<file path="src/rtl/taint_pkg.sv">
// Shared types and helpers for the taint sink monitor.
package taint_pkg;

  localparam int unsigned TAG_W_DEF = 32;
  // Upper bound on tag width accepted by tag_violates; narrower tags are zero-extended.
  localparam int unsigned MAX_TAG_W = 256;

  typedef enum logic [1:0] {
    IDLE  = 2'd0,
    ARMED = 2'd1,
    ALARM = 2'd2
  } state_e;

  function automatic logic tag_violates(input logic [MAX_TAG_W-1:0] tag,
                                        input logic [MAX_TAG_W-1:0] mask);
    return |(tag & mask);
  endfunction

endpackage

</file>
<file path="src/rtl/taint_sat_counter.sv">
// Saturating up-counter with synchronous clear; clear beats increment.
module taint_sat_counter #(
  parameter int unsigned W = 16
) (
  input  logic         clk_i,
  input  logic         rst_i,
  input  logic         clr_i,
  input  logic         inc_i,
  output logic [W-1:0] count_o
);

  logic [W-1:0] count_q, count_d;

  always_comb begin
    count_d = count_q;
    if (clr_i) begin
      count_d = '0;
    end else if (inc_i && (count_q != '1)) begin
      count_d = count_q + 1'b1;
    end
  end

  always_ff @(posedge clk_i) begin
    if (rst_i) begin
      count_q <= '0;
    end else begin
      count_q <= count_d;
    end
  end

  assign count_o = count_q;

endmodule

</file>
<file path="src/rtl/taint_sink_monitor.sv">
// Checks tagged transfers at a protected sink against a policy mask and raises an alarm.
// Optional TAINT_HISTORY_EN adds seen_tag, a sticky OR of all checked tags.
module taint_sink_monitor
  import taint_pkg::*;
#(
  parameter int unsigned DATA_W         = 1,
  parameter int unsigned TAG_W          = TAG_W_DEF,
  parameter int unsigned CNT_W          = 16,
  parameter bit          STALL_ON_ALARM = 1'b0
) (
  input  logic              clk,
  input  logic              rst,
  input  logic              cfg_we,
  input  logic [TAG_W-1:0]  cfg_mask,
  input  logic              arm,
  input  logic              disarm,
  input  logic              ack,
  input  logic              valid_in,
  output logic              ready_out,
  input  logic [DATA_W-1:0] data_in,
  input  logic [TAG_W-1:0]  data_in_t,
  output logic              alarm,
  output logic [TAG_W-1:0]  alarm_tag,
  output logic [DATA_W-1:0] alarm_data,
  output logic [CNT_W-1:0]  viol_count,
  output logic [1:0]        state_o
`ifdef TAINT_HISTORY_EN
  ,
  output logic [TAG_W-1:0]  seen_tag
`endif
);

  state_e              state_q, state_d;
  logic [TAG_W-1:0]    mask_q, mask_d;
  logic [TAG_W-1:0]    alarm_tag_q, alarm_tag_d;
  logic [DATA_W-1:0]   alarm_data_q, alarm_data_d;
  logic                alarm_q, alarm_d;
  logic                xfer, viol, latch, cnt_clr, cnt_inc;

  always_comb begin
    ready_out = !((state_q == ALARM) && STALL_ON_ALARM);
    xfer      = valid_in && ready_out;
    viol      = xfer && (state_q != IDLE) &&
                tag_violates(MAX_TAG_W'(data_in_t), MAX_TAG_W'(mask_q));
  end

  always_comb begin
    state_d = state_q;
    mask_d  = mask_q;
    latch   = 1'b0;
    cnt_clr = 1'b0;
    cnt_inc = 1'b0;
    if (state_q == IDLE && cfg_we) begin
      mask_d = cfg_mask;
    end
    // disarm overrides every transition and suppresses latching/counting that cycle
    if (disarm) begin
      state_d = IDLE;
    end else begin
      unique case (state_q)
        IDLE: begin
          if (arm) begin
            state_d = ARMED;
            cnt_clr = 1'b1;
          end
        end
        ARMED: begin
          if (viol) begin
            state_d = ALARM;
            latch   = 1'b1;
            cnt_inc = 1'b1;
          end
        end
        ALARM: begin
          if (viol) begin
            cnt_inc = 1'b1;
            latch   = ack;
          end else if (ack) begin
            state_d = ARMED;
          end
        end
        default: state_d = IDLE;
      endcase
    end
    alarm_tag_d  = latch ? (data_in_t & mask_q) : alarm_tag_q;
    alarm_data_d = latch ? data_in : alarm_data_q;
    alarm_d      = (state_d == ALARM);
  end

  always_ff @(posedge clk) begin
    if (rst) begin
      state_q      <= IDLE;
      mask_q       <= '0;
      alarm_tag_q  <= '0;
      alarm_data_q <= '0;
      alarm_q      <= 1'b0;
    end else begin
      state_q      <= state_d;
      mask_q       <= mask_d;
      alarm_tag_q  <= alarm_tag_d;
      alarm_data_q <= alarm_data_d;
      alarm_q      <= alarm_d;
    end
  end

  taint_sat_counter #(
    .W (CNT_W)
  ) u_cnt (
    .clk_i   (clk),
    .rst_i   (rst),
    .clr_i   (cnt_clr),
    .inc_i   (cnt_inc),
    .count_o (viol_count)
  );

`ifdef TAINT_HISTORY_EN
  logic [TAG_W-1:0] seen_q, seen_d;

  always_comb begin
    seen_d = seen_q;
    if (xfer && (state_q != IDLE)) begin
      seen_d = seen_q | data_in_t;
    end
    if (state_q == IDLE && arm && !disarm) begin
      seen_d = '0;
    end
  end

  always_ff @(posedge clk) begin
    if (rst) begin
      seen_q <= '0;
    end else begin
      seen_q <= seen_d;
    end
  end

  assign seen_tag = seen_q;
`endif

  assign alarm      = alarm_q;
  assign alarm_tag  = alarm_tag_q;
  assign alarm_data = alarm_data_q;
  assign state_o    = state_q;

endmodule

</file>
<file path="config.mk">
export PLATFORM = sky130hd
export DESIGN_NAME = taint_sink_monitor
export DESIGN_NICKNAME = d
export VERILOG_FILES = /design/src/rtl/taint_pkg.sv /design/src/rtl/taint_sat_counter.sv /design/src/rtl/taint_sink_monitor.sv
export SDC_FILE = /design/constraint.sdc
export NUM_CORES = 1
export LEC_CHECK = 0
export ABC_AREA = 0
export BUFFER_PORTS_ARGS = -buffer_cell sky130_fd_sc_hd__buf_2
export CAP_MARGIN = 40
export CORE_MARGIN = 1.5
export CORE_UTILIZATION = 40
export DETAILED_ROUTE_END_ITERATION = 16
export PLACE_DENSITY = 0.65
export SLEW_MARGIN = 10
export SYNTH_ARGS = -nofsm -noshare
export SYNTH_HDL_FRONTEND = slang
export SYNTH_SLANG_ARGS = --single-unit
</file>
<file path="constraint.sdc">
create_clock -name clk -period 2.4 [get_ports clk]
set_input_delay 0.48 -clock clk [delete_from_list [all_inputs] [get_ports clk]]
set_output_delay 0.48 -clock clk [all_outputs]
set_load 0.01 [all_outputs]
</file>
Word-level counts from Yosys, hierarchy flattened
Cells that the tools add are included.
{ "op_classes": {"addsub": 1, "n_mux": 15, "n_bitwise": 2, "reduce_logical": 9, "n_eq_ne": 4} }
{ "ops": {"columns": ["cell", "n"], "rows": [
  ["OR reduction 256 bit", 1],
  ["AND 32 bit", 2],
  ["adder 16 x 1 -> 16 bit, second input constant", 1],
  ["inequality test 16 bit, second input constant", 1],
  ["2-to-1 mux 2 bit", 5],
  ["2-to-1 mux 1 bit", 8],
  ["one-hot mux 2 bit (3 select lines)", 1],
  ["equality test 2 bit, second input constant", 2],
  ["logical AND 1 bit", 4],
  ["OR reduction 2 bit", 2],
  ["equality test 2 x 1 -> 1 bit, second input constant", 1],
  ["logical NOT 2 bit", 1],
  ["one-hot mux 1 bit (2 select lines)", 1],
  ["nonzero test 2 bit", 1]
]} }
{ "totals": {"in_bits": 72, "out_inout_bits": 53, "elab_cells": 37, "ff_bits": 84} }

Longest topological paths before layout
Gate-level depths: netlist of the first run.
{ "logic_depth": {"word_depth": 7, "ltp_mapped": 9, "depth_no_buf": 8} }

Cells and area by module
Synthesis of the first run repeated with hierarchy kept, for this count alone.
{ "hier_totals": {"cells_unflattened": 443, "hier_area_um2": 3906.2} }
{ "by_module_without_submodules": {"columns": ["module", "seq_area_each_um2", "area_each_um2", "cells_each", "instances"], "rows": [
  ["taint_sink_monitor", 1361.3, 2989.1, 341, 1],
  ["taint_sat_counter", 320.3, 917.1, 102, 1]
]} }

Least setup slack after synthesis of the first run
OpenSTA, ideal clock, no wires.
{ "synth_path": {"path_type": "register to register", "startpoint": "register state_q[0], in the netlist state_o[0]", "endpoint": "register alarm_data_q, in the netlist alarm_data", "setup_time_ns": 0.128, "stages_incl_launch_ff": 10, "synth_period_minus_slack_ns": 2.153, "slack_ns": 0.247, "required_ns": 2.272, "arrival_ns": 2.026, "n_path_buf": 2, "cell_sequence": "dfxtp_1 -> inv_1 -> ha_1 -> nand2b_1 -> a2111oi_4 -> nor2b_1 -> buf_4 -> buf_4 -> mux2i_1 -> nor2_1"} }
{ "synth_via": {"elab_chain_len": 6, "word_cells_on_any_way": 9} }
{ "synth_lines": {"columns": ["element", "line", "source"], "rows": [
  ["from (decl)", "taint_sink_monitor.sv:33", "state_e state_q, state_d;"],
  ["from (signal assigned)", "taint_sink_monitor.sv:98", "state_q <= state_d;"],
  ["nonzero test 2 bit", "taint_sink_monitor.sv:43", "viol = xfer && (state_q != IDLE) &&"],
  ["logical AND 1 bit (2 in a row)", "taint_sink_monitor.sv:43", null],
  ["2-to-1 mux 1 bit (on tied branches)", "taint_sink_monitor.sv:75, taint_sink_monitor.sv:68", null],
  ["one-hot mux 1 bit (2 select lines) (*)", "taint_sink_monitor.sv:60", "unique case (state_q)"],
  ["2-to-1 mux 1 bit (*)", "taint_sink_monitor.sv:57", "if (disarm) begin"],
  ["to (signal assigned)", "taint_sink_monitor.sv:101", "alarm_data_q <= alarm_data_d;"],
  ["to (decl)", "taint_sink_monitor.sv:36", "logic [DATA_W-1:0] alarm_data_q, alarm_data_d;"]
]} }
Every way passes the cells marked *; elsewhere a longest branch is shown, timed or not.
A chain may end at the register's enable or synchronous reset.

Final worst setup path of the first run
{ "layout_path": {"startpoint": "register state_q[1], in the netlist state_o[1]", "endpoint": "register u_cnt.count_q[5], in the netlist u_cnt.count_o[5]"} }
{ "layout_via": {"elab_chain_len": 7, "word_cells_on_any_way": 14} }
{ "layout_lines": {"columns": ["element", "line", "source"], "rows": [
  ["nonzero test 2 bit", "taint_sink_monitor.sv:43", null],
  ["logical AND 1 bit (2 in a row)", "taint_sink_monitor.sv:43", null],
  ["2-to-1 mux 1 bit", "taint_sink_monitor.sv:68, taint_sink_monitor.sv:75", null],
  ["2-to-1 mux 1 bit", null, null],
  ["2-to-1 mux 1 bit", "taint_sink_monitor.sv:57", null],
  ["logical AND 1 bit", "taint_sat_counter.sv:18", "end else if (inc_i && (count_q != '1)) begin"],
  ["to (signal assigned)", "taint_sat_counter.sv:27", "count_q <= count_d;"],
  ["to (decl)", "taint_sat_counter.sv:12", "logic [W-1:0] count_q, count_d;"]
]} }
Parallel ways exist; a longest one is shown, timed or not.

==> results_dict.tcl, run 1 <==
set metrics [dict create \
    clkTransAtPathRegs_ns 0.10 \
    ioPinCount 125 \
    synthArstFlopShare 0 \
    drt_iter0_drc 145 \
    synth_cell_type_count 41 \
    ys_seq_elements 84 \
    p_seq_frac 0.510 \
    dpl.hpwl_um 6780 \
    cts_hold_buf 0 \
    viasPerCell 5.05 \
    core.rowCount 34 \
    clk_root_buffer_cell "clkbuf_8" \
    crit_type "flop to flop" \
    crit_path_end_kind "flop" \
    swShare 0.253 \
    htree_levels 3 \
    io_buffers 123 \
    post-route-util 0.523 \
    critPathMaxFanout 8 \
    maxCapViolations 0 \
    drive_above_1_share 0.289 \
    drtPass1Iterations 4 \
    fmax_ghz 0.449 \
    track_usage 0.197 \
    fin_skew_ns 0.0133 \
    route.detailed.wl_per_inst_um 14.0 \
    fin_crit_sh 0.929 \
    final_nets 629 \
    ys_seq_area_frac 0.473 \
    insertion_delay_ns 0.37 \
    initial_utilization 0.410 \
    num-fill-cells 884 \
    setup_violations 0 \
    period_minus_slack_ns 2.23 \
    cts_made_buffers 9 \
    drt_wl_total_um 9340 \
    fp.dieArea_um2 9470 \
    synth_fp_nets 507 \
    core_um2 8680 \
    fp.dieW_um 97.3 \
    vias 3360 \
    setup_tns_ns 0 \
    layout-area-overhead-vs-synth_pct 27.6 \
    grt_max_degree 42 \
    gp_congestion 0.861 \
    antenna_found_initial 0 \
    hp-class "input pin to flop" \
    status "complete, no violations" \
    critical_path_required_ns 2.70 \
    hold_violations 0 \
    cts_tree "done" \
    synth_edf_count 0 \
    arrival_ns 2.53 \
    power.net_switching_mw 0.720 \
    power_density_nw_per_um2 628 \
    p_leak_nw 1.91 \
    drc 0 \
    cp-start-kind "flop" \
    synth_top_flop_cell "dfxtp_1" \
    antenna_left 0 \
    grt_pass1_wl_um 15000 \
    p_int_mw 2.13 \
    clkSinkCount 84 \
    clock_power_share 0.407 \
    drv_slew 0 \
    syn_area_per_cell_um2 8.28 \
    syn_area_um2 3560 \
    grt_setup_unrepaired "false" \
    clk_path_buf_depth 2 \
    die_y_um 97.3 \
    gr-total-overflow 0 \
    grt_pass1_vias 3032 \
    synth_cells 430 \
    yosysWarningCount 0 \
    max-vdd-ir-drop_v 0.000305 \
    share_comb_of_total_power 0.083 \
]
==> power groups by stage <==
stage / Sequential, mW / Clock (mW) / Combinational, mW
floorplan: 1.48 / 0 / 0.130
global placement: 1.48 / 0 / 0.236
detailed placement: 1.48 / 0 / 0.237
CTS: 1.45 / 1.18 / 0.238
global route: 1.46 / 1.23 / 0.262
finish: 1.45 / 1.16 / 0.237
==> layout make-up <==
| cell class | count | area [um^2] | area share |
|---|---|---|---|
| multi-input combinational | 316 | 1750 | 0.385 |
| sequential | 84 | 1680 | 0.370 |
| timing repair buffer | 136 | 726 | 0.160 |
| tap | 108 | 135 | 0.0298 |
| clock buffer | 9 | 124 | 0.0273 |
| clock inverter | 7 | 105 | 0.0232 |
| inverter | 5 | 18.8 | 0.00413 |
| antenna | 1 | 2.50 | 0.000551 |
==> synth_stat cells, types with 2 or more instances <==
cell type	number	area, um^2
and3_1	2	12.5
xor2_1	7	61.3
nor4_1	2	12.5
nor2_1	15	56.3
and2_1	3	18.8
ha_1	5	62.6
buf_4	6	45.0
nand2_1	82	308
or3_1	3	18.8
nand4_1	4	25.0
a21oi_1	72	360
clkbuf_1	13	48.8
o211ai_1	2	15.0
nor2b_1	2	12.5
inv_1	5	18.8
o21ai_0	5	25.0
dfxtp_1	84	1680
nand3_1	41	205
a22oi_1	16	120
nand2b_1	33	206
buf_1	4	15.0
or4_1	3	22.5
mux2i_1	3	30.0
==> worst paths after layout <==
kind,start,endpoint,slack [ns],cells after the start
setup / recovery,state_o[1],u_cnt.count_o[5],0.17,8
hold / removal,cfg_mask[13],mask_q[13],0.34,3
setup reg to reg,state_o[1],u_cnt.count_o[5],0.17,8
hold reg to reg,alarm_tag[2],alarm_tag[2],0.47,2
==> registers in the layout (all words and copies together), names as in the netlist <==
name,count
alarm_tag,32
mask_q,32
u_cnt.count_o,16
state_o,2
alarm,1
alarm_data,1
==> critical path, stage by stage, from the launching register on <==
cell and delay (ns):
dfxtp_1 0.45, inv_1 0.10, ha_1 0.19, nand2b_1 0.19
a2111oi_4 0.30, buf_4 0.20, nand2_2 0.11, or4_1 0.49
a21oi_1 0.14
==> cell families after synthesis <==
logic type / Yosys count / share of synthesized area
buffers and inverters: 30 / 0.0404
adder cells (fa/ha/maj): 5 / 0.0176
AO/OA/AOI/OAI: 101 / 0.165
flip-flops: 84 / 0.473
multiplexers: 3 / 0.00844
other: 1 / 0.00105
AND/OR/NAND/NOR: 199 / 0.278
XOR/XNOR: 7 / 0.0172
==> per-layer routing <==
| layer | wire (um) | track usage | vias up |
|---|---|---|---|
| met2 | 4220 | 0.307 | 101 |
| li1 | - | - | 1727 |
| met3 | 578 | 0.0489 | 10 |
| met5 | 0 | 0 | - |
| met4 | 159 | 0.0725 | 0 |
| met1 | 4380 | 0.264 | 1522 |
==> cell usage in the layout, fill, tap and decap left out, types with 7 or more instances in the layout <==
cell type	n
dfxtp_1	84
buf_2	123
a21oi_1	72
xor2_1	7
a22oi_1	16
clkbuf_8	9
buf_4	12
nor2_1	15
nand2b_1	33
nand2_1	82
nand3_1	41
==> through the flow <==
stage	cell area (um^2)	instances	setup WS, ns	power (mW)	hold WS [ns]
6_report	4540	666	0.170	2.85	0.338
3_5_place_dp	4290	647	0.0675	1.72	0.458
2_1_floorplan	3560	430	0.247	1.61	0.449
4_1_cts	4520	663	0.124	2.87	0.333
5_1_grt	4540	665	0.00693	2.95	0.336
3_3_place_gp	4290	647	0.102	1.72	0.453
==> what timing repair did <==
| item | CTS | global route |
|---|---|---|
| setup buffers | 0 | 2 |
| setup endpoints to repair | 0 | 4 |
| resized for setup | 0 | 1 |
No activity file was read; power rests on OpenSTA's default activity.
==> run 2, diff against run 1 <==
- CELL_PAD_IN_SITES_DETAIL_PLACEMENT: unset -> 0
- CELL_PAD_IN_SITES_GLOBAL_PLACEMENT: unset -> 1
- CORE_UTILIZATION: 40 -> 36
- PLACE_DENSITY: 0.65 -> 0.79
==> run 2 against run 1 <==
Net effect:
- critical path depth decreased by 1
- cell count increased by 3.3%
- combinational power hardly changed
- via count up 0.45%
- critical endpoint unchanged
- highest routed layer unchanged
==> results_dict.tcl, run 2 (same netlist as run 1, synthesis figures left out) <==
set metrics [dict create \
    status "complete, no violations" \
    dpl.hpwl_um 7050 \
    layout-area-overhead-vs-synth_pct 26.9 \
    placed_area_um2 4330 \
    critPathMaxFanout 7 \
    arrival_ns 2.48 \
    core.rowCount 36 \
    grt_pass1_wl_um 14300 \
    cp-start-kind "flop" \
    grt_setup_unrepaired "false" \
    fin_crit_sh 0.923 \
    clkSinkCount 84 \
    fp.dieW_um 102 \
    postCtsSetupBuffers 0 \
    drc 0 \
    grt_pass1_vias 2929 \
    drt_iter0_drc 124 \
    grt_max_degree 68 \
    cts_made_buffers 9 \
    cts_resized 0 \
    die_y_um 102 \
    layout_commonest_cell "buf_2" \
    maxCapViolations 0 \
    fp.dieArea_um2 10500 \
    htree_levels 3 \
    cts_tree "done" \
    final_nets 627 \
    gp_congestion 0.842 \
    fin_skew_ns 0.0159 \
    antenna_found_initial 0 \
    n_antenna_cell 0 \
    drive_above_1_share 0.286 \
    track_usage 0.178 \
    clk_path_buf_depth 2 \
    drtPass1Iterations 4 \
    vias 3375 \
    period_minus_slack_ns 2.21 \
    hp-class "input pin to flop" \
    insertion_delay_ns 0.35 \
    io_buffers 123 \
    ioPinCount 125 \
    slew-limit-headroom 0.493 \
    hold_violations 0 \
    fmax_ghz 0.451 \
    setup_tns_ns 0 \
    viasPerCell 4.91 \
    setup_violations 0 \
    core_um2 9680 \
    p_leak_nw 1.88 \
    clkTransAtPathRegs_ns 0.09 \
    critical_path_required_ns 2.67 \
    cts_hold_buf 0 \
    finish.instance_area_um2 4520 \
    worst_pin_slew_ns 0.760 \
    route.detailed.wl_per_inst_um 13.9 \
    gr-total-overflow 0 \
    initial_utilization 0.367 \
    drv_slew 0 \
    max-vdd-ir-drop_v 0.000237 \
    clk_root_buffer_cell "clkbuf_8" \
    power_density_nw_per_um2 577 \
    final_cell_mix "buf_2 (123), nand2_1 (82), dfxtp_1 (82)" \
    crit_type "flop to flop" \
    crit_path_end_kind "flop" \
    antenna_left 0 \
    drt_wl_total_um 9540 \
]
==> run 2: changes by cell type in the layout (fill, tap and decap cells not counted), sizes merged <==
| cell | delta |
|---|---|
| clkbuf | +3 |
| inv | -3 |
| buf | -2 |
| bufinv | -2 |
| clkinv | +2 |
| diode | -1 |
==> run 2: power breakdown <==
group	switching [mW]	internal, mW
clock	0.506	0.413
sequential	0.0269	1.43
combinational	0.138	0.0976
total	0.671	1.94
==> run 2: final cells by class <==
cell class,count,area (um^2)
tap,133,166
inverter,5,18.8
timing repair buffer,134,723
sequential,84,1680
multi-input combinational,316,1750
clock inverter,4,33.8
clock buffer,12,145
fill,1024,5170
==> run 2: through the flow <==
step / hold slack [ns] / setup slack [ns] / utilization / power, mW / instances
after CTS: 0.338 / 0.126 / 0.466 / 2.65 / 688
after global routing: 0.349 / 0.0490 / 0.466 / 2.73 / 688
after detailed placement: 0.457 / 0.0442 / 0.447 / 1.72 / 672
after floorplan: 0.449 / 0.247 / - / 1.61 / 430
final: 0.354 / 0.185 / 0.466 / 2.61 / 688
after global placement: 0.454 / 0.125 / 0.447 / 1.72 / 672
==> run 2: layer usage <==
metal	global-route usage	up-vias	share of wire
li1	-	1720	-
met1	0.242	1557	0.47
met2	0.272	89	0.46
met3	0.0438	9	0.057
met4	0.0717	0	0.013
met5	0	-	0
==> run 2: final timing paths <==
path | from | endpoint | slack, ns | cells after the start
setup / recovery | state_o[0] | u_cnt.count_o[5] | 0.19 | 7
hold / removal | cfg_mask[17] | mask_q[17] | 0.35 | 3
setup reg to reg | state_o[0] | u_cnt.count_o[5] | 0.19 | 7
hold reg to reg | alarm_tag[4] | alarm_tag[4] | 0.47 | 2
==> run 2: critical path: stages (launching register included) <==
cell       delay (ns)
dfxtp_2          0.39
inv_1            0.08
ha_1             0.28
inv_1            0.06
a2111oi_4        0.49
nand2_2          0.17
or4_1            0.50
a21oi_1          0.16
==> run 3, diff against run 2 <==
--- a/config.mk
+++ b/config.mk
@@ -14,5 +14,5 @@
 export CORE_UTILIZATION = 36
+export CTS_BUF_LIST = sky130_fd_sc_hd__clkbuf_8 sky130_fd_sc_hd__clkbuf_16
 export DETAILED_ROUTE_END_ITERATION = 16
 export PLACE_DENSITY = 0.79
-export SLEW_MARGIN = 10
 export SYNTH_ARGS = -nofsm -noshare
==> constraint.sdc (replaced) <==
create_clock -name clk -period 2.4 [get_ports clk]
set_input_delay 0.12 -clock clk [delete_from_list [all_inputs] [get_ports clk]]
set_output_delay 0.12 -clock clk [all_outputs]
set_load 0.01 [all_outputs]
==> run 3 against run 2 <==
Net effect:
- clock skew down 0.00060 ns
- combinational power grew 13%
- core utilization increased by 2.4 points
- non-clock buffer count rose by 19
- critical path depth did not move
- worst setup slack better by 0.016 ns
- largest power group unchanged
- sequential power about the same
- register-to-register slack better by 0.02 ns
==> results_dict.tcl, run 3 (same netlist as run 1, synthesis figures left out) <==
set metrics [dict create \
    status "complete, no violations" \
    core_um2 9680 \
    antenna_left 0 \
    htree_levels 3 \
    final_nets 646 \
    gp_congestion 0.865 \
    drtPass1Iterations 4 \
    crit_type "flop to flop" \
    crit_chain "inv_1 > ha_1 > nand2b_1 > a2111oi_4 > nand2_2 > or4_1 > a21oi_1" \
    multi_input_area_um2 1740 \
    gr-total-overflow 0 \
    worst_pin_slew_ns 0.693 \
    fmax_ghz 0.455 \
    crit_path_end_kind "flop" \
    io_buffers 123 \
    critical_path_required_ns 2.68 \
    drc 0 \
    slew-limit-headroom 0.538 \
    cp_slowest_cell "or4_1" \
    drt_wl_total_um 9690 \
    power_density_nw_per_um2 584 \
    arrival_ns 2.48 \
    drv_slew 0 \
    critPathMaxFanout 7 \
    die_y_um 102 \
    fin_crit_sh 0.916 \
    setup_violations 0 \
    grt_max_degree 68 \
    cts_tree "done" \
    ioPinCount 125 \
    initial_utilization 0.367 \
    final_cell_mix "buf_2 (123), dfxtp_1 (84), nand2_1 (82)" \
    insertion_delay_ns 0.35 \
    layout_commonest_cell "buf_2" \
    hold_slack_ns 0.0144 \
    clkTransAtPathRegs_ns 0.09 \
    vias 3444 \
    p_leak_nw 1.97 \
    route.detailed.wl_per_inst_um 13.7 \
    maxCapViolations 0 \
    drt_iter0_drc 161 \
    postCtsSetupBuffers 0 \
    dpl.hpwl_um 7030 \
    regArea_um2 1680 \
    clk_root_buffer_cell "clkbuf_8" \
    drive_above_1_share 0.270 \
    setup_tns_ns 0 \
    num-fill-cells 965 \
    cts_hold_buf 21 \
    fp.dieArea_um2 10500 \
    n_antenna_cell 0 \
    track_usage 0.187 \
    antenna_found_initial 0 \
    fin_skew_ns 0.0153 \
    clkSinkCount 84 \
    cpPeakStageDelay_ns 0.49 \
    layout-area-overhead-vs-synth_pct 33.5 \
    hp-class "input pin to flop" \
    core.rowCount 36 \
    clk_path_buf_depth 2 \
    fp.dieW_um 102 \
    grt_setup_unrepaired "false" \
    cp-start-kind "flop" \
    period_minus_slack_ns 2.20 \
    viasPerCell 4.87 \
    grt_pass1_vias 3196 \
    grt_pass1_wl_um 15200 \
    cts_made_buffers 9 \
    hold_violations 0 \
    cts_resized 0 \
    max-vdd-ir-drop_v 0.000284 \
]
-- run 3: changes by cell type in the layout (fill, tap and decap cells not counted), sizes merged --
cell / before / now
dlygate4sd3: 0 / 22
clkbuf: 12 / 11
buf: 134 / 131
bufinv: 0 / 1
clkinv: 2 / 1
clkinvlp: 1 / 2
-- run 3: layer usage --
layer | part of all wire | track usage | wire (um) | vias to the layer above
met4 | 0.022 | 0.0959 | 209 | 0
li1 | - | - | - | 1757
met3 | 0.063 | 0.0417 | 612 | 14
met2 | 0.47 | 0.292 | 4560 | 103
met5 | 0 | 0 | 0 | -
met1 | 0.44 | 0.241 | 4310 | 1570
-- run 3: area by class of cell --
cell class                 count  area share
multi-input combinational    316       0.366
sequential                    84       0.354
timing repair buffer         153       0.196
tap                          133      0.0350
clock buffer                  11      0.0319
clock inverter                 5      0.0124
inverter                       5     0.00395
-- run 3: stage by stage --
stage | cell area (um^2) | power [mW] | util | worst slack [ns] | std cells
final | 4750 | 2.77 | 0.491 | 0.202 | 707
after floorplan | 3560 | 1.61 | - | 0.247 | 430
after CTS | 4740 | 2.81 | 0.490 | 0.183 | 706
after detailed placement | 4320 | 1.73 | 0.446 | 0.218 | 669
after global placement | 4320 | 1.72 | 0.446 | 0.306 | 669
after global routing | 4750 | 2.91 | 0.491 | 0.0353 | 707
-- run 3: final timing paths --
check        slack, ns                to  cells past startpoint    startpoint
max reg2reg       0.20  u_cnt.count_o[5]                      7    state_o[0]
min reg2reg       0.47      alarm_tag[3]                      2  alarm_tag[3]
min               0.01        alarm_data                      3       data_in
max               0.20  u_cnt.count_o[5]                      7    state_o[0]
-- run 3: critical path, delay by kind of cell, from the launching register on --
kind / cells / cell delay, ns
compound gates: 2 / 0.53
fa+ha+maj: 1 / 0.22
buf+inv: 1 / 0.09
flops: 1 / 0.42
simple gates: 3 / 0.86
-- run 3: report_power, final --
part	internal, mW	switching, mW	total [mW]
registers	1.43	0.0273	1.45
clock network	0.540	0.514	1.05
logic	0.122	0.144	0.266
total	2.09	0.685	2.77
